==> src/rtl/framebuffer_writer.sv <==
// rtl/framebuffer_writer.sv - pixel writer for a 160x120 framebuffer with FIFO, clipping and full-screen clear
module framebuffer_writer (
    input  logic        clk,
    input  logic        reset,
    input  logic [9:0]  x,
    input  logic [9:0]  y,
    input  logic [2:0]  colour,
    input  logic        writeEn,
    output logic        ready,
    input  logic        clear,
    input  logic [2:0]  clear_colour,
    output logic        busy,
    output logic [14:0] mem_addr,
    output logic [2:0]  mem_data,
    output logic        mem_we,
    input  logic        mem_stall,
    output logic [7:0]  dropped,
    output logic        overflow
);

    localparam logic [14:0] LAST_ADDR = 15'd19199;

    typedef enum logic {S_RUN, S_CLEAR} state_t;

    state_t      state_q, state_d;
    logic [17:0] fifo_mem_q [8];
    logic [2:0]  wr_ptr_q, wr_ptr_d;
    logic [2:0]  rd_ptr_q, rd_ptr_d;
    logic [3:0]  count_q, count_d;
    logic [14:0] mem_addr_q, mem_addr_d;
    logic [2:0]  mem_data_q, mem_data_d;
    logic        mem_we_q, mem_we_d;
    logic [14:0] clr_addr_q, clr_addr_d;
    logic [2:0]  clr_colour_q, clr_colour_d;
    logic        clear_pend_q, clear_pend_d;
    logic [7:0]  dropped_q, dropped_d;
    logic        overflow_q, overflow_d;

    logic        out_free;
    logic        in_range;
    logic [14:0] pix_addr;
    logic        start_clear;
    logic        clear_done;
    logic        accept;
    logic        push;
    logic        pop;

    // Only the in-range bits matter once clipping has passed: y*160 + x = (y<<7) + (y<<5) + x
    assign in_range    = (x < 10'd160) && (y < 10'd120);
    assign pix_addr    = {1'b0, y[6:0], 7'b0} + {3'b0, y[6:0], 5'b0} + {7'b0, x[7:0]};
    assign out_free    = !mem_we_q || !mem_stall;
    assign start_clear = (state_q == S_RUN) && (clear || clear_pend_q) && out_free;
    assign clear_done  = (state_q == S_CLEAR) && out_free && mem_we_q && (mem_addr_q == LAST_ADDR);

    always_ff @(posedge clk or posedge reset) begin
        if (reset) begin
            state_q <= S_RUN;
        end else begin
            state_q <= state_d;
        end
    end

    always_comb begin
        state_d = state_q;
        case (state_q)
            S_RUN:   if (start_clear) state_d = S_CLEAR;
            S_CLEAR: if (clear_done)  state_d = S_RUN;
            default: state_d = S_RUN;
        endcase
    end

    always_comb begin
        ready = (state_q == S_RUN) && !count_q[3];
        busy  = (state_q == S_CLEAR);
    end

    always_comb begin
        accept = writeEn && ready;
        // A pixel accepted on the clear transition edge is flushed with the rest of the FIFO
        push   = accept && in_range && !start_clear;
        pop    = (state_q == S_RUN) && !start_clear && out_free && (count_q != 4'd0);

        wr_ptr_d = wr_ptr_q;
        rd_ptr_d = rd_ptr_q;
        count_d  = count_q;
        if (push) begin
            wr_ptr_d = wr_ptr_q + 3'd1;
        end
        if (pop) begin
            rd_ptr_d = rd_ptr_q + 3'd1;
        end
        if (push && !pop) begin
            count_d = count_q + 4'd1;
        end else if (pop && !push) begin
            count_d = count_q - 4'd1;
        end
        if (start_clear) begin
            wr_ptr_d = 3'd0;
            rd_ptr_d = 3'd0;
            count_d  = 4'd0;
        end

        clear_pend_d = clear_pend_q;
        if (start_clear) begin
            clear_pend_d = 1'b0;
        end else if ((state_q == S_RUN) && clear) begin
            clear_pend_d = 1'b1;
        end

        dropped_d = dropped_q;
        if (accept && !in_range && (dropped_q != 8'hFF)) begin
            dropped_d = dropped_q + 8'd1;
        end
        overflow_d = overflow_q || (writeEn && !ready);

        mem_addr_d   = mem_addr_q;
        mem_data_d   = mem_data_q;
        mem_we_d     = mem_we_q;
        clr_addr_d   = clr_addr_q;
        clr_colour_d = clr_colour_q;
        if (out_free) begin
            if (start_clear) begin
                mem_addr_d   = 15'd0;
                mem_data_d   = clear_colour;
                mem_we_d     = 1'b1;
                clr_addr_d   = 15'd1;
                clr_colour_d = clear_colour;
            end else if (state_q == S_CLEAR) begin
                if (clear_done) begin
                    mem_we_d = 1'b0;
                end else begin
                    mem_addr_d = clr_addr_q;
                    mem_data_d = clr_colour_q;
                    mem_we_d   = 1'b1;
                    clr_addr_d = clr_addr_q + 15'd1;
                end
            end else if (pop) begin
                {mem_addr_d, mem_data_d} = fifo_mem_q[rd_ptr_q];
                mem_we_d = 1'b1;
            end else begin
                mem_we_d = 1'b0;
            end
        end
    end

    always_ff @(posedge clk) begin
        if (push) begin
            fifo_mem_q[wr_ptr_q] <= {pix_addr, colour};
        end
    end

    always_ff @(posedge clk or posedge reset) begin
        if (reset) begin
            wr_ptr_q     <= 3'd0;
            rd_ptr_q     <= 3'd0;
            count_q      <= 4'd0;
            mem_addr_q   <= 15'd0;
            mem_data_q   <= 3'd0;
            mem_we_q     <= 1'b0;
            clr_addr_q   <= 15'd0;
            clr_colour_q <= 3'd0;
            clear_pend_q <= 1'b0;
            dropped_q    <= 8'd0;
            overflow_q   <= 1'b0;
        end else begin
            wr_ptr_q     <= wr_ptr_d;
            rd_ptr_q     <= rd_ptr_d;
            count_q      <= count_d;
            mem_addr_q   <= mem_addr_d;
            mem_data_q   <= mem_data_d;
            mem_we_q     <= mem_we_d;
            clr_addr_q   <= clr_addr_d;
            clr_colour_q <= clr_colour_d;
            clear_pend_q <= clear_pend_d;
            dropped_q    <= dropped_d;
            overflow_q   <= overflow_d;
        end
    end

    assign mem_addr = mem_addr_q;
    assign mem_data = mem_data_q;
    assign mem_we   = mem_we_q;
    assign dropped  = dropped_q;
    assign overflow = overflow_q;

endmodule

==> config.mk <==
export PLATFORM = sky130hd
export DESIGN_NAME = framebuffer_writer
export DESIGN_NICKNAME = d
export VERILOG_FILES = /design/src/rtl/framebuffer_writer.sv
export SDC_FILE = /design/constraint.sdc
export NUM_CORES = 1
export LEC_CHECK = 0
export CAP_MARGIN = 15
export CORE_UTILIZATION = 43
export DETAILED_ROUTE_END_ITERATION = 7
export SLEW_MARGIN = 20
export SYNTH_ARGS = -nofsm -noshare
export SYNTH_HDL_FRONTEND = slang
export SYNTH_SLANG_ARGS = --single-unit
==> constraint.sdc <==
create_clock -name clk -period 3.2 [get_ports clk]
set_clock_uncertainty 0.15 [all_clocks]
set_input_delay 0.48 -clock clk [delete_from_list [all_inputs] [get_ports clk]]
set_output_delay 0.48 -clock clk [all_outputs]
set_load 0.1 [all_outputs]
---- Word-level counts from Yosys, hierarchy flattened ----
Memory sizes are Yosys's and may differ from the RTL's.
Index checks and enable logic that the tools add are counted.
storage, ports and cells
  register bits after elaboration ......... 58
  bits in latches ......................... 0
  bits in writable memories ............... 144
  memory bits (read-only) ................. 0
  input port bits ......................... 31
  output and inout bits ................... 30
  word-level logic and storage cells ...... 96
  memories kept ........................... 1
memory list
  memory      depth  width  rd ports  clocked after memory_dff  write ports  line  text
  fifo_mem_q  8      18     1         0                         1            26    logic [17:0] fifo_mem_q [8];
cells by class
  add/sub/neg operators ................... 8
  multiply operators ...................... 0
  divide/modulo/power cells ............... 0
  order comparisons ....................... 2
  equality and inequality tests ........... 4
  shift operators ......................... 0
  muxes and demuxes ....................... 28
  bitwise operators ....................... 1
  reductions and logical operators ........ 40
operators with widths
  operator                                                                number
  15-bit two-way mux                                                      7
  3-bit two-way mux                                                       8
  1-bit logical AND                                                       19
  14-bit by 12-bit adder with 15-bit output                               1
  15-bit by 1-bit adder with 15-bit output (second input constant)        1
  15-bit by 8-bit adder with 15-bit output                                1
  15-bit equality test (second input constant)                            1
  4-bit two-way mux                                                       3
  10-bit by 7-bit < comparator with 1-bit output (second input constant)  1
  10-bit by 8-bit < comparator with 1-bit output (second input constant)  1
  1-bit two-way mux                                                       9
  8-bit by 1-bit adder with 8-bit output (second input constant)          1
  1-bit logical NOT                                                       8
  8-bit != test (second input constant)                                   1
  2-bit nonzero test                                                      4
  3-bit by 1-bit adder with 3-bit output (second input constant)          2
  3-bit AND reduction                                                     2
  3-bit nonzero test                                                      2
  4-bit by 1-bit adder with 4-bit output (second input constant)          1
  4-bit nonzero test                                                      1
  4-bit by 1-bit subtractor with 4-bit output (second input constant)     1
  1-bit logical OR                                                        3
  3-bit != test (second input constant)                                   1
  2-bit != test (second input constant)                                   1
  other kinds (3)                                                         3

---- Logic depth before layout (Yosys ltp) ----
  depth in word-level cells ............... 11
  depth in mapped cells ................... 10
  depth with buffers taken out ............ 9

---- Worst setup path after synthesis ----
Ideal clock, no wire load.
  path type ............................... reg2reg
  start point ............................. register state_q, in the netlist busy
  end point ............................... memory fifo_mem_q[0][0], enable pin
  setup time .............................. 416 ps
  data arrival time ....................... 4,458 ps
  data required time ...................... 2,634 ps
  path slack .............................. -1,824 ps
  stages on the path, launching flop included .. 5
  buffers on the path ..................... 0
  period minus slack after synthesis ...... 5,024 ps
  cell sequence ........................... dfrtp_1 > nor2_1 > nand3_1 > or3_1 > nor3_1
between the ends
  longest elaborated chain between the ends .. 7
  elaborated cells on any way between the ends .. 10
  classes of those cells .................. mux: 2; bitwise: 1; reduce/logical: 7
RTL lines
  what                                     line  text
  start: declaration                       25    state_t state_q, state_d;
  start signal: assignment                 59    state_q <= state_d;
  1-bit NOT                                n/a
  1-bit logical AND                        73    ready = (state_q == S_RUN) && !count_q[3];
  net ready                                9     output logic ready,
  1-bit logical AND                        78    accept = writeEn && ready;
  1-bit logical AND (2 in series)          80    push = accept && in_range && !start_clear;
  1-bit two-way mux                        147   if (push) begin
  1-bit two-way mux (not written as such)  148   fifo_mem_q[wr_ptr_q] <= {pix_addr, colour};
  end: declaration                         26
The timed path passes the listed nets, and every way through them passes these cells.

---- Worst setup path after layout ----
  start point ............................. input y[0]
  end point ............................... memory fifo_mem_q[5][15] (data pin)
between the ends
  longest elaborated chain between the ends .. 2
RTL lines
  what                                       line  text
  start: declaration                         6     input logic [9:0] y,
  14-bit by 12-bit adder with 15-bit output  50    assign pix_addr = {1'b0, y[6:0], 7'b0} + {3'b0, y[6:0], 5'b0} + {7'b0, x[7:0]};
  15-bit by 8-bit adder with 15-bit output   50
  net pix_addr[12]                           41    logic [14:0] pix_addr;
The timed path passes the listed nets, and every way through them passes these cells.

==> impl_metrics.toml <==
[clock_tree]
cts_made_buffers = 21
cts_resized = 0
cts_root_buffer = "clkbuf_16"
htree_levels = 1
ctsHoldBuffers = 0
cts.sinks = 202
cts_max_path_buffers = 3
tritoncts = "built"
clock_latency_ns = 0.49
post-cts-setup-buffers = 0
clk_pin_slew_worst_paths_ns = 0.06

[sta]
post-route-min-period_ns = 2.86
finalCritPeriodShare = 0.894
rsz0062_at_grt = "no"
finalSetupViolCount = 0
worst_pin_slew_ns = 0.873
slew_headroom = 0.417
hold_violations = 0
maxSlewViolCount = 0
max_freq_ghz = 0.350

[yosys]
yosys_warnings = 0
ys_seq_area_frac = 0.649
synth_area_um2 = 8900
ys_types = 61
synth_area_leaders = "edfxtp_1 (49%), dfrtp_1 (16%), mux4_2 (9.1%)"
synthCells = 588
synth_ff_type = "edfxtp_1"
synth_edf_count = 144
ys_async_sr_fraction = 0.287
synth_top_cell_area_share = 0.486
syn-num-nets = 641
yosys_register_bits = 202
yosys.area.top_type = "edfxtp_1"
avgSynthCellArea_um2 = 15.1

[detailed_routing]
drtIter0Drc = 296
first_pass_iters = 4
num_vias = 5210
viasPerCell = 5.40
wire_per_inst_um = 19.2
drtAntennaViolNets = 0
wl_um = 18600
drc = 0

[power_and_ir_drop]
power_density_nw_per_um2 = 644
clock_power_share = 0.342
p_int_mw = 4.96
p_sw_mw = 1.94
swShare = 0.281
p_total_mw = 6.90
combPwrFrac = 0.208
ir_drop_mv = 0.309
p_leak_nw = 3.84
power_frac_seq = 0.450

[setup_path]
reg2reg_to = "count_q[3]"
crit_arrival_ns = 2.95
end_kind = "flip-flop"
startpoint_type = "input pin"
worstSetupPathType = "in -> reg"
required_ns = 3.29
rr_startpoint = "count_q[0]"
crit_fanout = 8
r2r.worst_path.cells = 8
r2r_setup_slack_ns = 0.57

[hold_path]
worstHoldEndpoint = "overflow"
min_delay_path_depth = 1
min_path_type = "reg -> reg"
hold_start = "overflow"

[grt]
antenna_found_initial = 0
grt_pass1_wl_um = 29800
grt_usage = 0.180
grt-ovfl-total = 0
grt_pass1_vias = 5406
grt_max_degree = 45

[placement]
gp_congestion = 0.833
place_inst = 928
dp_hpwl_um = 11600
placed_cell_area_um2 = 10100
io_buffers = 60

[floorplanning]
die_w_um = 146
dieArea_um2 = 21300
core_um2 = 20200
io_pins = 61
start_util = 0.440
rows = 52
die_height_um = 146

[layout]
final_layout_size_suffix_gt1_frac = 0.233
nets = 734
multi_input_area_um2 = 3000
antenna_cells = 0
seqCellArea_um2 = 5780
design_area_um2 = 10700
n_fill_cell = 1689
stdcell_count = 965
synthToLayoutAreaGrowth_pct = 20.6

[job]
drv_cap = 0

[status]
status = "completed"
[power by group through the flow]
stage | Sequential [mW] | Combinational [mW] | Clock [mW]
final | 3.11 | 1.44 | 2.36
after global routing | 3.13 | 1.56 | 2.52
after CTS | 3.11 | 1.46 | 2.43
after detailed placement | 3.16 | 1.45 | 0
after global placement | 3.16 | 1.42 | 0
after floorplan | 3.47 | 0.766 | 0
[layout make-up]
class                   instances  share of cell area
clock buffers                  27              0.0530
multi-input cells             349               0.279
well taps                     270              0.0315
repair buffers                 95              0.0840
inverters                      12             0.00420
clock inverters                10             0.00945
flip-flops and latches        202               0.539
[layer usage]
| layer | global-route usage | vias up | routed length [µm] |
|---|---|---|---|
| met3 | 0.0301 | 26 | 928 |
| met5 | 0 | - | 0 |
| li1 | - | 2460 | - |
| met4 | 0.0500 | 0 | 307 |
| met1 | 0.246 | 2615 | 8130 |
| met2 | 0.299 | 109 | 9190 |
[critical path, stage by stage]
cell and delay (ns):
clkdlybuf4s50_1 0.45, fa_1 0.55, fa_1 0.46, a21o_1 0.19
a21oi_1 0.24, o21a_1 0.15, nor2_1 0.05, nor2_1 0.38
[how the worst max path moves through the flow]
stage / start / to / cells after the start
6_report: y[0] / fifo_mem_q[5][15] / 8
4_1_cts: y[0] / fifo_mem_q[4][15] / 8
3_3_place_gp: y[0] / fifo_mem_q[3][15] / 8
3_5_place_dp: y[0] / fifo_mem_q[5][15] / 8
5_1_grt: y[0] / fifo_mem_q[0][15] / 8
2_1_floorplan: busy / count_q[3] / 9
[kinds of logic after synthesis]
logic type | after synthesis | share of synthesized area
muxes | 62 | 0.123
and+or+nand+nor | 154 | 0.0823
DFF | 202 | 0.649
buffers and inverters | 37 | 0.0204
AOI/OAI and AO/OA | 87 | 0.0682
xor gates and xnor gates | 24 | 0.0236
adders and majority gates | 22 | 0.0335
[cells in the final DEF, fill, tap and decap left out, types with 21 or more instances in the layout]
cell type and instances:
edfxtp_1 144, nand2_1 58, dfrtp_1 56, buf_4 56
mux4_2 36, nor2_1 33, clkdlybuf4s50_1 30, o21ai_0 24
mux2i_1 21, clkbuf_16 21
[cell usage after synthesis (all sizes together) (2+ instances only)]
cell type  instances
edfxtp           144
dfrtp             58
nand2             58
nor2              40
mux4              36
o21ai             25
mux2i             21
ha                19
buf               16
o31ai             16
xnor2             16
a21oi             15
nand3             13
inv               12
clkbuf             9
xor2               8
nand4              7
nor3               6
a211oi             5
and3               5
mux2               5
nor4               5
nand2b             4
a2111oi            3
a21o               3
a221oi             3
fa                 3
nand4b             3
or4                3
and2               2
and4               2
and4b              2
o21a               2
o21bai             2
o41ai              2
or2                2
[per-stage QoR]
| step | util | setup slack (ns) | hold slack (ns) | TNS [ns] |
|---|---|---|---|---|
| 5_1_grt | 0.530 | 0.191 | 0.362 | 0 |
| 3_5_place_dp | 0.497 | -0.186 | 0.307 | -2.46 |
| 3_3_place_gp | 0.497 | -0.0699 | 0.305 | -0.562 |
| 2_1_floorplan | - | 0.0751 | 0.296 | 0 |
| 4_1_cts | 0.530 | 0.339 | 0.325 | 0 |
| 6_report | 0.530 | 0.340 | 0.318 | 0 |
[flip-flops by register name, indices dropped and copies added, names as in the netlist]
register / count
fifo_mem_q: 144
overflow: 1
mem_addr: 15
clear_pend_q: 1
clr_addr_q: 15
wr_ptr_q: 3
mem_we: 1
count_q: 4
rd_ptr_q: 3
mem_data: 3
clr_colour_q: 3
busy: 1
dropped: 8
Note: power is estimated with default switching activity, not from simulation.
